`config.mk`:
```
export PLATFORM = sky130hd
export DESIGN_NAME = icache_responder
export DESIGN_NICKNAME = d
export VERILOG_FILES = /design/src/rtl/icache_responder.sv
export SDC_FILE = /design/constraint.sdc
export NUM_CORES = 1
export LEC_CHECK = 0
export BUFFER_PORTS_ARGS = -buffer_cell sky130_fd_sc_hd__buf_2
export CORE_UTILIZATION = 58
export DETAILED_ROUTE_END_ITERATION = 8
export HOLD_SLACK_MARGIN = 0.03
export PLACE_DENSITY = 0.78
export REMOVE_ABC_BUFFERS = 1
export SETUP_SLACK_MARGIN = 0.02
export SYNTH_ARGS = -nofsm -noshare
export SYNTH_HDL_FRONTEND = slang
export SYNTH_SLANG_ARGS = --single-unit
```
`constraint.sdc`:
```
create_clock -name i_clk -period 14.82 [get_ports i_clk]
set_input_delay 0.741 -clock i_clk [delete_from_list [all_inputs] [get_ports i_clk]]
set_output_delay 0.741 -clock i_clk [all_outputs]
set_load 0.1 [all_outputs]
```
`src/rtl/icache_responder.sv`:
```
// Purpose : read-only direct-mapped instruction cache; wishbone slave to fetch, wishbone master to memory.
// Latency : hit acks in the request cycle; a miss acks one cycle after the memory ACK that fills the line.
// Backpressure: the CPU is held (ACK low) during fills; CPU writes get RTY; memory RTY triggers a one-cycle gap and a retry.
//
// Ports:
//   i_clk, i_reset (sync, active-high), i_invalidate (one-cycle pulse, clears every valid bit)
//   i_cpu_* / o_cpu_* : fetch-side wishbone slave (ADR[11:0] line address, 128-bit data, ACK/RTY)
//   o_mem_* / i_mem_* : memory-side wishbone master, same signal set and widths
//   o_hit_count, o_miss_count : saturating performance counters, present only when ICACHE_PERF_EN is defined
module icache_responder #(
  parameter int NUM_SETS = 8
) (
  input  logic         i_clk,
  input  logic         i_reset,
  input  logic         i_invalidate,
  // fetch-side slave
  input  logic         i_cpu_cyc,
  input  logic         i_cpu_stb,
  input  logic         i_cpu_we,
  input  logic [11:0]  i_cpu_adr,
  input  logic [15:0]  i_cpu_sel,
  input  logic [127:0] i_cpu_dat_m,
  output logic [127:0] o_cpu_dat_s,
  output logic         o_cpu_ack,
  output logic         o_cpu_rty,
  // memory-side master
  output logic         o_mem_cyc,
  output logic         o_mem_stb,
  output logic         o_mem_we,
  output logic [11:0]  o_mem_adr,
  output logic [15:0]  o_mem_sel,
  output logic [127:0] o_mem_dat_m,
  input  logic [127:0] i_mem_dat_s,
  input  logic         i_mem_ack,
  input  logic         i_mem_rty
`ifdef ICACHE_PERF_EN
  ,
  output logic [31:0]  o_hit_count,
  output logic [31:0]  o_miss_count
`endif
);

  localparam int INDEX_W = $clog2(NUM_SETS);
  localparam int TAG_W   = 12 - INDEX_W;

  typedef enum logic [1:0] {
    S_IDLE  = 2'd0,
    S_FETCH = 2'd1,
    S_RETRY = 2'd2
  } state_t;

  // Line storage. Only the valid bits need a reset; tag/data are qualified by them.
  logic [NUM_SETS-1:0] r_valid;
  logic [TAG_W-1:0]    r_tag  [NUM_SETS];
  logic [127:0]        r_data [NUM_SETS];

  state_t      r_state;
  state_t      w_state_nxt;
  logic [11:0] r_fill_adr;
  logic [11:0] w_fill_adr_nxt;
  logic        r_kill;
  logic        w_kill_nxt;

  logic               w_req;
  logic               w_rd_req;
  logic               w_hit;
  logic [INDEX_W-1:0] w_index;
  logic [TAG_W-1:0]   w_tag;
  logic [INDEX_W-1:0] w_fill_index;
  logic [TAG_W-1:0]   w_fill_tag;
  logic               w_fill_we;

  // The whole line is always returned and the array is read-only from the CPU side,
  // so byte selects and write data are never consumed.
  logic w_unused;
  assign w_unused = ^{i_cpu_sel, i_cpu_dat_m};

  assign w_req    = i_cpu_cyc & i_cpu_stb;
  assign w_rd_req = w_req & ~i_cpu_we;
  assign w_index  = i_cpu_adr[INDEX_W-1:0];
  assign w_tag    = i_cpu_adr[11:INDEX_W];
  assign w_hit    = w_rd_req & r_valid[w_index] & (r_tag[w_index] == w_tag);

  assign w_fill_index = r_fill_adr[INDEX_W-1:0];
  assign w_fill_tag   = r_fill_adr[11:INDEX_W];
  // RTY wins over a simultaneous ACK, so such a beat never writes the array.
  assign w_fill_we    = (r_state == S_FETCH) & i_mem_ack & ~i_mem_rty;

  // Writes are refused in every state, independent of the FSM.
  assign o_cpu_rty = w_req & i_cpu_we;

  // ---------------------------------------------------------------------------
  // FSM next-state and outputs
  // ---------------------------------------------------------------------------
  always_comb begin
    w_state_nxt    = r_state;
    w_fill_adr_nxt = r_fill_adr;
    w_kill_nxt     = r_kill;
    o_cpu_ack      = 1'b0;
    o_mem_cyc      = 1'b0;
    o_mem_stb      = 1'b0;
    o_mem_we       = 1'b0;
    o_mem_adr      = 12'h000;
    o_mem_sel      = 16'h0000;
    o_mem_dat_m    = '0;

    case (r_state)
      S_IDLE: begin
        o_cpu_ack = w_hit;
        // A miss that collides with invalidate is simply re-evaluated next cycle.
        if (w_rd_req && !w_hit && !i_invalidate) begin
          w_state_nxt    = S_FETCH;
          w_fill_adr_nxt = i_cpu_adr;
          w_kill_nxt     = 1'b0;
        end
      end

      S_FETCH: begin
        o_mem_cyc = 1'b1;
        o_mem_stb = 1'b1;
        o_mem_adr = r_fill_adr;
        o_mem_sel = 16'hFFFF;
        if (i_invalidate) begin
          w_kill_nxt = 1'b1;
        end
        if (i_mem_rty) begin
          w_state_nxt = S_RETRY;
        end else if (i_mem_ack) begin
          w_state_nxt = S_IDLE;
        end
      end

      S_RETRY: begin
        // Bus released for exactly this cycle, then the same fill is reissued.
        if (i_invalidate) begin
          w_kill_nxt = 1'b1;
        end
        w_state_nxt = S_FETCH;
      end

      default: begin
        w_state_nxt = S_IDLE;
      end
    endcase
  end

  assign o_cpu_dat_s = o_cpu_ack ? r_data[w_index] : '0;

  // ---------------------------------------------------------------------------
  // State, fill address, kill flag and valid bits
  // ---------------------------------------------------------------------------
  always_ff @(posedge i_clk) begin
    if (i_reset) begin
      r_state    <= S_IDLE;
      r_fill_adr <= 12'h000;
      r_kill     <= 1'b0;
      r_valid    <= '0;
    end else begin
      r_state    <= w_state_nxt;
      r_fill_adr <= w_fill_adr_nxt;
      r_kill     <= w_kill_nxt;
      if (i_invalidate) begin
        r_valid <= '0;
      end
      // A fill that was overtaken by an invalidate (earlier or in this very
      // cycle) still lands its data but leaves the line invalid.
      if (w_fill_we) begin
        r_valid[w_fill_index] <= ~(r_kill | i_invalidate);
      end
    end
  end

  always_ff @(posedge i_clk) begin
    if (w_fill_we) begin
      r_tag[w_fill_index]  <= w_fill_tag;
      r_data[w_fill_index] <= i_mem_dat_s;
    end
  end

`ifdef ICACHE_PERF_EN
  // ---------------------------------------------------------------------------
  // Saturating hit/miss counters; only reset clears them.
  // ---------------------------------------------------------------------------
  logic [31:0] r_hit_count;
  logic [31:0] r_miss_count;

  always_ff @(posedge i_clk) begin
    if (i_reset) begin
      r_hit_count  <= 32'h0;
      r_miss_count <= 32'h0;
    end else begin
      if (o_cpu_ack && (r_hit_count != 32'hFFFF_FFFF)) begin
        r_hit_count <= r_hit_count + 32'h1;
      end
      if ((r_state == S_IDLE) && (w_state_nxt == S_FETCH) &&
          (r_miss_count != 32'hFFFF_FFFF)) begin
        r_miss_count <= r_miss_count + 32'h1;
      end
    end
  end

  assign o_hit_count  = r_hit_count;
  assign o_miss_count = r_miss_count;
`endif

endmodule

```
# [Word-level counts from Yosys, hierarchy flattened]
# Memories as Yosys holds them, arrays and structs flattened.
# Cells that the tools add are included.
[word_totals] register_bits=23 mem_bits_rw=1096 in_bits=292 output_inout_bits=289 wordCells=59 n_memories=2
[memory_table] memory="r_data" words=8 width=128 rd=1 rd_ports_with_merged_regs=0 write_ports=1 line_no="55" text="logic [127:0] r_data [NUM_SETS];"
[memory_table] memory="r_tag" words=8 width=9 rd=1 rd_ports_with_merged_regs=0 write_ports=1 line_no="54" text="logic [TAG_W-1:0] r_tag [NUM_SETS];"
[classes] n_lt_le_gt_ge=3 n_eq_ne=6 muxes=22 bitwise=11 reduce_logical=11
[op_table] operator="$mux W128" n=1
[op_table] operator="$mux W8" n=3
[op_table] operator="$mux W16" n=1
[op_table] operator="$mux W12" n=1
[op_table] operator="$eq A9 B9 Y1" n=1
[op_table] operator="$bwmux W8" n=1
[op_table] operator="$lt A3 B4 Y1 const B" n=2
[op_table] operator="$mux W1" n=8
[op_table] operator="$and A1 B1 Y1" n=7
[op_table] operator="$mux W2" n=3
[op_table] operator="$pmux W2 S3" n=1
[op_table] operator="$reduce_and A2 Y1" n=2
[op_table] operator="$bmux W1 S3" n=1
[op_table] operator="$demux W1 S3" n=1
[op_table] operator="$ge A3 B1 Y1 const B" n=1
[op_table] operator="$logic_and A1 B1 Y1" n=3
[op_table] operator="$ne A3 B3 Y1 const B" n=1
[op_table] operator="$not A1 Y1" n=3
[op_table] operator="$reduce_and A3 Y1" n=1
[op_table] operator="$eq A2 B1 Y1 const B" n=1
[op_table] operator="$eq A2 B2 Y1 const B" n=1
[op_table] operator="$logic_not A1 Y1" n=2
[op_table] operator="$logic_not A2 Y1" n=1
[op_table] operator="$ne A2 B1 Y1 const B" n=1
[op_table] operator="5 further kinds" n=5

# [Logic depth before layout (Yosys ltp)]
# Gate-level depths: netlist of run 1.
[logic_depth] depth_word=9 mapped_depth=12 mapped_depth_nobuf=7

# [Worst setup path before layout of run 1]
# No wires, ideal clock.
[synth_path] path_type="register -> register" start="reg r_state[1]" end="reg r_valid[1]" setup_time_ns=0.127 arrival_ns=12.069 required_ns=14.693 setup_slack_ns=2.625 stages_incl_launch_ff=8 path_buffers=0 synth_period_minus_slack_ns=12.195 cell_sequence="dfxtp_1 > inv_1 > ha_1 > nor2b_1 > nand3_1 > nor3_1 > mux2i_1 > nor2_1"
[synth_via] elab_chain_len=4
[synth_lines] item="start, declared" line_no="57" text="state_t r_state;"
[synth_lines] item="start signal, assigned" line_no="159" text="r_state <= w_state_nxt;"
[synth_lines] item="$eq A2 B1 Y1" line_no="87" text="assign w_fill_we = (r_state == S_FETCH) & i_mem_ack & ~i_mem_rty;"
[synth_lines] item="$and A1 B1 Y1 (2 in series)" line_no="87"
[synth_lines] item="$mux W8" line_no="167" text="if (w_fill_we) begin"
[synth_lines] item="end signal, assigned by index" line_no="168" text="r_valid[w_fill_index] <= ~(r_kill | i_invalidate);"
[synth_lines] item="end, declared" line_no="53" text="logic [NUM_SETS-1:0] r_valid;"
# Every way passes these cells.
# A chain may end at the register's enable or synchronous reset.

# [Worst setup path after layout of run 1]
[layout_path] start="in i_cpu_adr[0]" end="out o_cpu_dat_s[30]"
[layout_via] elab_chain_len=6 elab_cells_between_ends=9 classes_between="1 x eq/ne; 4 x mux; 2 x bitwise; 2 x memory"
[layout_lines] item="start, declared" line_no="20" text="input logic [11:0] i_cpu_adr,"
[layout_lines] item="parallel branches: the longest is 5 deep, another holds $mem_v2 Z8 W9"
[layout_lines] item="$mux W128 *" line_no="147" text="assign o_cpu_dat_s = o_cpu_ack ? r_data[w_index] : '0;"
[layout_lines] item="end, declared" line_no="23" text="output logic [127:0] o_cpu_dat_s,"
# Mark *: on every way between the ends. The select of a mux whose other input is x is not followed.

==> results of run 1 <==
registers in the layout (all words and copies together) (netlist names):
signal and count:
r_fill_adr 12, r_state 2, r_kill 1, r_valid 8, r_data 1024, r_tag 72
path summary, 6_finish.rpt:
kind,to,slack [ns]
max reg2reg,r_data[0][97],10.76
max,o_cpu_dat_s[30],8.88
min,r_state[1],0.32
min reg2reg,r_valid[2],0.50
metal layers:
layer | vias up | GRT usage (%) | routed length (microns) | part of all wire [%]
li1 | 8773 | - | - | -
met1 | 10800 | 31.8 | 35700 | 40
met2 | 829 | 39.2 | 45600 | 51
met3 | 121 | 4.29 | 5550 | 6.3
met4 | 14 | 6.87 | 1760 | 2.0
met5 | - | 0 | 91 | 0.10
placed cells by master (no fill, tap or decap), drive strengths merged, types with 12 or more instances in the layout:
master,instances
edfxtp,1096
buf,339
mux2i,166
and2,13
clkinv,57
bufinv,12
nor2,144
dfxtp,23
mux4,270
clkbuf,132
conb,129
nand2,31
metrics by stage:
step / power (mW) / utilization (%) / setup TNS, ns
2_1_floorplan: 3.94 / - / -6775.03
3_3_place_gp: 4.06 / 61.6 / 0
3_5_place_dp: 4.07 / 61.6 / 0
4_1_cts: 6.83 / 66.5 / 0
5_1_grt: 6.97 / 66.5 / 0
6_report: 6.77 / 66.5 / 0
power groups by stage:
stage	registers, mW	clock network, mW	logic, mW
after floorplan	3.57	0	0.369
after global placement	3.56	0	0.498
after detailed placement	3.56	0	0.508
after CTS	3.50	2.82	0.510
after global routing	3.50	2.94	0.532
final	3.50	2.77	0.506
cell type report:
class | instances | area (sq um)
diodes | 6 | 15.0
clock buffers | 131 | 2870
clock inverters | 78 | 796
fillers | 4695 | 25000
inverters | 5 | 18.8
multi-input cells | 815 | 9510
flip-flops and latches | 1119 | 33400
well taps | 969 | 1210
repair buffers | 340 | 1880
cells by family after synthesis:
logic type / after synthesis
compound gates: 22
other cells: 1
mux: 437
fa+ha+maj: 4
simple gates: 217
flops: 1119
xor+xnor: 6
buf+inv: 248
==> results.tsv, run 1 <==
stage	metric	value	unit
worst_setup_path	most frequent CP cell	buf_4	
pwr	sw frac	23.0	%
pwr	Leakage	17.0	nW
floorplanning	Initial Util	58.7	%
floorplanning	Die W	277	microns
logic_synthesis	Syn Inst Count	2054	
clocking	H-tree depth	3	
min_path	Hold Path Depth	2	
logic_synthesis	Syn Area/Cell	21.4	sq um
layout	layout cell share with drive strength beyond 1	31.8	%
logic_synthesis	Synth top cells by count	1096 x edfxtp_1, 270 x mux4_2, 165 x mux2i_1	
logic_synthesis	fraction of registers with async set/reset	0	%
timing	Max Slew Vio Count	0	
timing	Final Hold Fails	0	
timing	f_max	168	MHz
logic_synthesis	most common cell in the synthesized netlist	edfxtp_1	
pwr	Pint	5.22	mW
logic_synthesis	Synth top area share	75.0	%
pwr	VDD IR-drop max	0.000169	V
timing	final worst slack	8.88	ns
worst_setup_path	cell family with most CP delay	buffers and inverters	
worst_setup_path	RR Startpoint	r_state[1]	
timing	Slew HR	18.9	%
drt	drt wl/cell	25.6	microns
timing	Worst-Margin Slew	1.21	ns
floorplanning	die area	76800	sq um
min_path	HP Class	in -> reg	
floorplanning	Boundary Pins	581	
place	I/O Buffers	307	
drt	TritonRoute pass-1 iters	5	
grt	initial antenna violation count	14	
layout	Final nets	2687	
layout	Cell Count, Final, Fillers Out	3463	
place	dpl cells	3248	
layout	design area	49700	sq um
pwr	clock network power share	40.9	%
grt	number of global-route vias before repair	21300	
worst_setup_path	critical path start-end classification	in -> out	
min_path	worst hold start	i_reset	
logic_synthesis	largest family of logic cells by synthesized area	multiplexers	
clocking	post-cts resize count	0	
floorplanning	# rows	100	
clocking	Root Buffer Master	clkbuf_16	
worst_setup_path	Critical Path Stages	11	
logic_synthesis	Yosys warnings	0	
pwr	part of the power in combinational logic	7.5	%
drt	total number of vias	20600	
clocking	TritonCTS clock tree	yes	
layout	area grow syn2layout	13.2	%
clocking	Clock Path Buffers	3	
floorplanning	DIE HEIGHT	277	microns
clocking	Num CTS Buffers	110	
pwr	Sw Pwr	1.55	mW
logic_synthesis	Yosys top cell by area	edfxtp_1	
clocking	Post-CTS Setup Bufs	0	
floorplanning	core box area	74700	sq um
timing	minimum clock period	5.94	ns
worst_setup_path	crit path DAT	5.20	ns
timing	Final setup viols	0	
drt	final antenna-violating net count	0	
drt	Starting DRT DRC Count	1601	
clocking	Clock Latency Late Sink	0.68	ns
timing	worst hold slack	0.321	ns
logic_synthesis	flops & latches, synth	1119	
worst_setup_path	CP startpoint	i_cpu_adr[0]	
clocking	Hold Buf Count CTS	0	
pwr	PD cells	136	nW/um^2
status	status	complete, no violations	
timing	Layout Skew	0.0311	ns
worst_setup_path	Largest stage delay, worst path	0.84	ns
logic_synthesis	Top FF cell, synth	edfxtp_1	
place	gp weighted congestion	0.763	
logic_synthesis	post-synthesis mux area share	17.7	%
logic_synthesis	Post-synth EDFFs	1096	
worst_setup_path	CP Cell Sequence	buf_8 -> buf_4 -> mux4_2 -> mux2i_1 -> xor2_1 -> nand2_1 -> nor3_1 -> nand2_4 -> buf_4 -> nor2_1 -> buf_2	
clocking	CTS Sinks	1119	
place	dpl hpwl	46800	microns
timing	RSZ-0062 raised after global routing	no	
logic_synthesis	Syn Std Cell Area	43900	sq um
worst_setup_path	Critical Path Start Type	input port	
logic_synthesis	Synth Area in Compound Gates	0.385	%
worst_setup_path	Critical-path top delay cell	buf_4	
drt	final wirelength	88700	microns
place	dpl cell area	46000	sq um
pwr	part of the power in registers	51.7	%
logic_synthesis	Synth Area in Simple Gates	2.11	%
drt	vias per cell	5.94	
logic_synthesis	Synth Area in XOR/XNOR	0.120	%
clocking	Clk pin slew, worst setup/hold paths	0.06	ns
worst_setup_path	crit-path max FO	62	
drt	detailed-route DRC error count	0	
worst_setup_path	Crit path buffers/inverters	4	
timing	Tcrit/Tclk final	40.1	%
grt	largest net degree at the start of global routing	113	
worst_setup_path	Critical Path End Type	output port	
worst_setup_path	reg2reg path depth	7	
grt	first-pass GRT wire length	133000	microns
logic_synthesis	Yosys cell types	44	
run	max_cap viols	0	
logic_synthesis	post-synthesis sequential area ratio	76.1	%
worst_setup_path	Req. time, crit path	14.08	ns
place	pre-CTS setup slack	8.75	ns
logic_synthesis	top cells by area, synth	edfxtp_1 75%, mux4_2 14%, mux2i_1 3.8%	
grt	overall routing resource usage	23.4	%
logic_synthesis	Synth Area in Adders	0.114	%
grt	GRT overflow	0	
(Power assumes the default switching activity.)
==> run 2: changes to the inputs <==
Clock period 14.82 ns to 5.49 ns, I/O delays scaled along.
==> run 2 against run 1 <==
Against the previous run: non-clock buffer count is 140 higher; clock power grew to 2.7 times the previous value; register-to-register slack worse by 8.8 ns; combinational power rose to 2.9 times the previous value; core utilization is 1.9 points higher; final area rose by 2.8%; via count grew 3.2%; sequential power grew to 2.7 times the previous value; critical path type is now reg -> out; critical endpoint is now o_cpu_dat_s[55]; largest power group unchanged.
==> results.tsv, run 2 (synthesized netlist as in run 1, its figures left out) <==
stage	metric	value	unit	change
min_path	Hold Path Depth	4		was 2
grt	largest net degree at the start of global routing	117		was 113
timing	minimum clock period	4.53	ns	
place	dpl hpwl	46600	microns	was 46800 microns
worst_setup_path	crit-path max FO	64		was 62
min_path	worst hold start	i_mem_ack		was i_reset
grt	initial antenna violation count	3		was 14
clocking	Root Buffer Master	clkbuf_16		unchanged
floorplanning	core box area	74700	sq um	unchanged
worst_setup_path	RR Startpoint	r_state[1]		unchanged
floorplanning	Boundary Pins	581		unchanged
clocking	Clock Latency Late Sink	0.65	ns	was 0.68 ns
place	gp weighted congestion	0.749		was 0.763
worst_setup_path	cell family with most CP delay	simple AND/OR/NAND/NOR gates		was buffers and inverters
clocking	Clk pin slew, worst setup/hold paths	0.06	ns	about the same
worst_setup_path	FF-to-FF End	r_data[1][42]		was r_data[0][97]
layout	layout cell share with drive strength beyond 1	29.9	%	was 31.8%
pwr	PD cells	358	nW/um^2	was 136 nW/um^2
grt	number of global-route vias before repair	22600		was 21300
worst_setup_path	critical path start-end classification	reg -> out		was in -> out
worst_setup_path	Req. time, crit path	5.22	ns	was 14.08 ns
drt	TritonRoute pass-1 iters	5		unchanged
pwr	Leakage	17.6	nW	was 17.0 nW
worst_setup_path	Crit path buffers/inverters	2		was 4
floorplanning	Initial Util	58.7	%	unchanged
timing	RSZ-0062 raised after global routing	no		unchanged
drt	detailed-route DRC error count	0		unchanged
clocking	post-cts resize count	0		unchanged
pwr	Pint	14.1	mW	was 5.22 mW
floorplanning	Die W	277	microns	unchanged
place	dpl cells	3247		was 3248
worst_setup_path	Critical-path top delay cell	nor4b_1		was buf_4
timing	Final Hold Fails	0		unchanged
min_path	HP Class	in -> reg		unchanged
drt	total number of vias	21200		was 20600
place	I/O Buffers	307		unchanged
worst_setup_path	Critical Path Stages	9		was 11
worst_setup_path	crit path DAT	4.26	ns	was 5.20 ns
clocking	H-tree depth	3		unchanged
timing	f_max	221	MHz	
timing	Worst-Margin Slew	1.14	ns	was 1.21 ns
floorplanning	# rows	100		unchanged
pwr	clock network power share	40.2	%	was 40.9%
pwr	VDD IR-drop max	0.000384	V	was 0.000169 V
layout	Cell Count, Final, Fillers Out	3585		was 3463
pwr	sw frac	23.0	%	about the same
worst_setup_path	Critical Path End Type	output port		unchanged
drt	drt wl/cell	25.5	microns	was 25.6 microns
pwr	part of the power in registers	51.7	%	about the same
pwr	Sw Pwr	4.21	mW	was 1.55 mW
layout	most frequent cells in the layout	1096 x edfxtp_1, 301 x buf_2, 270 x mux4_2		was 1096 x edfxtp_1, 304 x buf_2, 270 x mux4_2
floorplanning	DIE HEIGHT	277	microns	unchanged
status	status	complete, no violations		unchanged
worst_setup_path	reg2reg path depth	6		was 7
grt	GRT overflow	0		unchanged
layout	fillers	4536		was 4695
timing	Tcrit/Tclk final	82.5	%	
grt	first-pass GRT wire length	137000	microns	was 133000 microns
worst_setup_path	Largest stage delay, worst path	0.49	ns	was 0.84 ns
clocking	Clock Path Buffers	3		unchanged
worst_setup_path	Critical Path Start Type	flop		was input port
clocking	TritonCTS clock tree	yes		unchanged
drt	vias per cell	5.92		was 5.94
clocking	Num CTS Buffers	109		was 110
layout	most common cell after layout, fill and taps aside	edfxtp_1		unchanged
clocking	CTS Sinks	1119		unchanged
drt	final antenna-violating net count	0		unchanged
clocking	Post-CTS Setup Bufs	0		unchanged
drt	final wirelength	91600	microns	was 88700 microns
timing	Layout Skew	0.0244	ns	was 0.0311 ns
timing	final setup TNS	0	ns	unchanged
layout	Final nets	2826		was 2687
layout	Top reg by flops	r_data		unchanged
min_path	hold path endpoint	r_state[1]		unchanged
run	max_cap viols	0		unchanged
floorplanning	die area	76800	sq um	unchanged
timing	Slew HR	23.7	%	was 18.9%
worst_setup_path	CP Cell Sequence	mux4_2 -> mux2i_1 -> xor2_1 -> nand2_1 -> nor4b_1 -> nand2_4 -> buf_12 -> nor2_1 -> buf_2		was buf_8 -> buf_4 -> mux4_2 -> mux2i_1 -> xor2_1 -> nand2_1 -> nor3_1 -> nand2_4 -> buf_4 -> nor2_1 -> buf_2
worst_setup_path	R2R Setup Slk	2.01	ns	was 10.76 ns
timing	Max Slew Vio Count	0		unchanged
pwr	part of the power in combinational logic	8.0	%	was 7.5%
layout	top flop regs	r_data (1024), r_tag (72), r_fill_adr (12)		unchanged
timing	Final setup viols	0		unchanged
grt	overall routing resource usage	24.1	%	was 23.4%
layout	area grow syn2layout	16.4	%	was 13.2%
layout	Largest register FFs	1024		unchanged
drt	Starting DRT DRC Count	1724		was 1601
-- run 2: power by group through the flow --
stage,Combinational [mW],Sequential [mW],Clock [mW]
2_1_floorplan,0.975,9.63,0
3_3_place_gp,1.35,9.62,0
3_5_place_dp,1.38,9.62,0
4_1_cts,1.48,9.44,7.46
5_1_grt,1.54,9.44,7.77
6_report,1.47,9.44,7.35
-- run 2: worst min-delay path: stages --
cell and delay [ns]:
buf_2 0.11, nor2b_1 0.05, o31ai_1 0.18, a21oi_1 0.07
-- run 2: what timing repair did --
action	4_1_cts	5_1_grt
hold endpoints to repair	1040	0
endpoints found under the setup margin	0	0
hold buffers	141	0
-- run 2: worst max-delay path by stage --
| stage | startpoint | endpoint |
|---|---|---|
| after floorplan | r_state[0] | r_valid[1] |
| after global placement | i_cpu_adr[0] | o_cpu_dat_s[62] |
| after detailed placement | i_cpu_adr[0] | o_cpu_dat_s[55] |
| after CTS | r_tag[6][1] | o_cpu_dat_s[55] |
| after global routing | r_tag[7][1] | o_cpu_dat_s[7] |
| final | r_tag[6][1] | o_cpu_dat_s[55] |
-- run 2: layer usage --
metal	global-route usage [%]	wire length [microns]	up-vias
met1	31.8	36300	11100
met4	6.74	1790	4
met5	0	27	-
met2	41.9	48000	910
met3	3.85	5490	132
li1	-	-	9035
-- run 2: final cells by class --
class | count | area, sq um | share of cell area, %
Antenna cell | 1 | 2.50 | 0.00490
Clock buffer | 139 | 2910 | 5.70
Clock inverter | 57 | 622 | 1.22
Inverter | 5 | 18.8 | 0.0367
Multi-Input combinational cell | 815 | 9510 | 18.6
Sequential cell | 1119 | 33400 | 65.3
Tap cell | 969 | 1210 | 2.37
Timing Repair Buffer | 480 | 3420 | 6.71
-- run 2: through the flow --
stage	setup slack [ns]	power (mW)	hold WS [ns]	cell area, sq um	util [%]
after floorplan	-18.34	10.6	0.344	42800	-
after global placement	1.16	11.0	0.467	46100	61.8
after detailed placement	1.13	11.0	0.478	46100	61.8
after CTS	0.914	18.4	0.0402	51100	68.4
after global routing	0.735	18.8	0.122	51100	68.4
final	0.959	18.3	0.0835	51100	68.4
==> run 3: changes to the inputs <==
Settings changed: CORE_UTILIZATION 58 to 52, PLACE_DENSITY 0.78 to 0.74.
Clock period 5.49 ns to 3.79 ns, I/O delays scaled along.
==> run 3 against run 2 <==
Against the previous run: count of clock-buffer cells in the layout decreased by 1; critical path depth did not move; sequential share of layout area shrank 2.9 points; worst setup slack got worse by 0.82 ns; register-to-register slack worse by 1.4 ns; core utilization decreased by 4.4 points; critical path type unchanged; die area is 11% higher.
==> results.tsv, run 3 (synthesized netlist as in run 1, its figures left out) <==
stage	metric	value	unit	change
place	dpl cell area	48400	sq um	was 46100 sq um
clocking	CTS Sinks	1119		unchanged
drt	vias per cell	5.70		was 5.92
layout	layout cell share with drive strength beyond 1	30.0	%	was 29.9%
worst_setup_path	CP Cell Sequence	mux4_2 -> mux2i_2 -> xor2_1 -> nand2_1 -> nor3_1 -> nand2_4 -> buf_12 -> nor2_1 -> buf_12		was mux4_2 -> mux2i_1 -> xor2_1 -> nand2_1 -> nor4b_1 -> nand2_4 -> buf_12 -> nor2_1 -> buf_2
place	gp weighted congestion	0.768		was 0.749
worst_setup_path	Critical-path top delay cell	mux4_2		was nor4b_1
drt	total number of vias	21200		about the same
floorplanning	Die W	292	microns	was 277 microns
layout	Cell Count, Final, Fillers Out	3717		was 3585
layout	design area	53500	sq um	was 51100 sq um
clocking	H-tree depth	3		unchanged
worst_setup_path	R2R Setup Slk	0.62	ns	was 2.01 ns
timing	f_max	274	MHz	
min_path	HP Class	in -> reg		unchanged
grt	overall routing resource usage	21.4	%	was 24.1%
worst_setup_path	RR Startpoint	r_tag[7][7]		was r_state[1]
worst_setup_path	FF-to-FF End	r_state[1]		was r_data[1][42]
min_path	hold path endpoint	r_fill_adr[4]		was r_state[1]
pwr	Leakage	18.0	nW	was 17.6 nW
place	pre-CTS setup slack	0.281	ns	was 1.13 ns
timing	minimum clock period	3.65	ns	
min_path	worst hold start	i_cpu_we		was i_mem_ack
clocking	Clock Path Buffers	3		unchanged
layout	Top reg by flops	r_data		unchanged
worst_setup_path	Critical Path End Type	output port		unchanged
floorplanning	core box area	83600	sq um	was 74700 sq um
grt	first-pass GRT wire length	136000	microns	was 137000 microns
clocking	Clock Latency Late Sink	0.68	ns	was 0.65 ns
layout	most frequent cells in the layout	1096 x edfxtp_1, 270 x mux4_2, 175 x buf_2		was 1096 x edfxtp_1, 301 x buf_2, 270 x mux4_2
drt	final wirelength	91000	microns	was 91600 microns
drt	detailed-route DRC error count	0		unchanged
worst_setup_path	Largest stage delay, worst path	0.48	ns	was 0.49 ns
clocking	TritonCTS clock tree	yes		unchanged
timing	Slew HR	23.4	%	was 23.7%
layout	area grow syn2layout	21.8	%	was 16.4%
drt	Routed met2 length	46500	microns	was 48000 microns
place	dpl hpwl	48000	microns	was 46600 microns
layout	Largest register FFs	1024		unchanged
timing	Final setup viols	0		unchanged
min_path	Hold Path Depth	4		unchanged
timing	Worst-Margin Slew	1.14	ns	about the same
grt	largest net degree at the start of global routing	144		was 117
place	I/O Buffers	307		unchanged
pwr	VDD IR-drop max	0.000487	V	was 0.000384 V
drt	Met3 Wirelength	5610	microns	was 5490 microns
timing	final setup TNS	0	ns	unchanged
worst_setup_path	Critical Path Start Type	flop		unchanged
clocking	Num CTS Buffers	109		unchanged
drt	TritonRoute pass-1 iters	5		unchanged
grt	number of global-route vias before repair	22400		was 22600
floorplanning	DIE HEIGHT	292	microns	was 277 microns
drt	Starting DRT DRC Count	1568		was 1724
run	max_cap viols	0		unchanged
layout	top flop regs	r_data (1024), r_tag (72), r_fill_adr (12)		unchanged
worst_setup_path	reg2reg path depth	8		was 6
clocking	Root Buffer Master	clkbuf_16		unchanged
drt	final antenna-violating net count	0		unchanged
timing	Layout Skew	0.0298	ns	was 0.0244 ns
grt	GRT overflow	0		unchanged
pwr	PD cells	496	nW/um^2	was 358 nW/um^2
worst_setup_path	crit-path max FO	82		was 64
timing	Final Hold Fails	0		unchanged
worst_setup_path	most frequent CP cell	buf_12		
floorplanning	die area	85500	sq um	was 76800 sq um
worst_setup_path	Req. time, crit path	3.60	ns	was 5.22 ns
drt	top layer in use	met5		unchanged
drt	wl on met1	36900	microns	was 36300 microns
layout	most common cell after layout, fill and taps aside	edfxtp_1		unchanged
pwr	Pwr Total	26.5	mW	was 18.3 mW
floorplanning	Boundary Pins	581		unchanged
worst_setup_path	critical path start-end classification	reg -> out		unchanged
clocking	Post-CTS Setup Bufs	0		unchanged
clocking	Clk pin slew, worst setup/hold paths	0.06	ns	about the same
worst_setup_path	crit path DAT	3.47	ns	was 4.26 ns
status	status	complete, no violations		unchanged
layout	Final nets	2837		was 2826
drt	drt wl/cell	24.5	microns	was 25.5 microns
place	dpl cells	3367		was 3247
floorplanning	# rows	106		was 100
timing	Max Slew Vio Count	0		unchanged
grt	initial antenna violation count	5		was 3
timing	final worst slack	0.135	ns	was 0.959 ns
floorplanning	Initial Util	52.5	%	was 58.7%
timing	Tcrit/Tclk final	96.4	%	
## run 3: changes by cell type in the layout (fill, tap and decap cells not counted), sizes merged
cell	before	now
clkinvlp	7	5
buf	338	347
clkinv	36	49
diode	1	2
inv	9	6
clkbuf	140	139
dlygate4sd3	141	143
bufinv	10	12
## run 3: worst max path at each step
stage | from | to | cells past startpoint
2_1_floorplan | r_state[0] | r_valid[1] | 6
6_report | r_tag[6][2] | o_cpu_dat_s[7] | 9
3_3_place_gp | i_cpu_adr[0] | o_cpu_dat_s[32] | 7
4_1_cts | r_tag[6][2] | o_cpu_dat_s[53] | 9
5_1_grt | r_tag[6][2] | o_cpu_dat_s[115] | 9
3_5_place_dp | i_cpu_adr[0] | o_cpu_dat_s[32] | 7
## run 3: repair_timing
item,4_1_cts,5_1_grt
hold endpoints to repair,1047,0
hold buffers,143,0
endpoints found under the setup margin,3,91
gates resized for setup,1,4
## run 3: layout make-up
| class | instances | area (sq um) |
|---|---|---|
| flip-flops and latches | 1119 | 33400 |
| repair buffers | 491 | 5570 |
| inverters | 5 | 18.8 |
| well taps | 1080 | 1350 |
| diodes | 2 | 5.00 |
| clock inverters | 67 | 729 |
| fillers | 5387 | 30100 |
| multi-input cells | 815 | 9530 |
| clock buffers | 138 | 2880 |
## run 3: stage by stage
stage	utilization, %	hold slack [ns]
6_report	64.0	0.105
5_1_grt	64.0	0.124
3_3_place_gp	57.9	0.418
4_1_cts	64.0	0.0690
2_1_floorplan	-	0.259
3_5_place_dp	57.9	0.435
## run 3: report_power, final
part / internal (mW) / switching [mW] / total [mW]
Sequential: 13.6 / 0.0285 / 13.7
Combinational: 0.596 / 1.55 / 2.15
Clock: 6.22 / 4.49 / 10.7
## run 3: critical path: cells and delay by family (launching register included)
kind,cells,cell delay (ns)
xor gates and xnor gates,1,0.28
buffers and inverters,2,0.44
DFF,1,0.38
muxes,2,0.76
and+or+nand+nor,4,0.82
## run 3: per-layer routing
metal,global-route usage (%),vias up
li1,-,9066
met2,36.4,847
met4,6.19,6
met1,28.7,11100
met3,3.44,133
met5,0,-
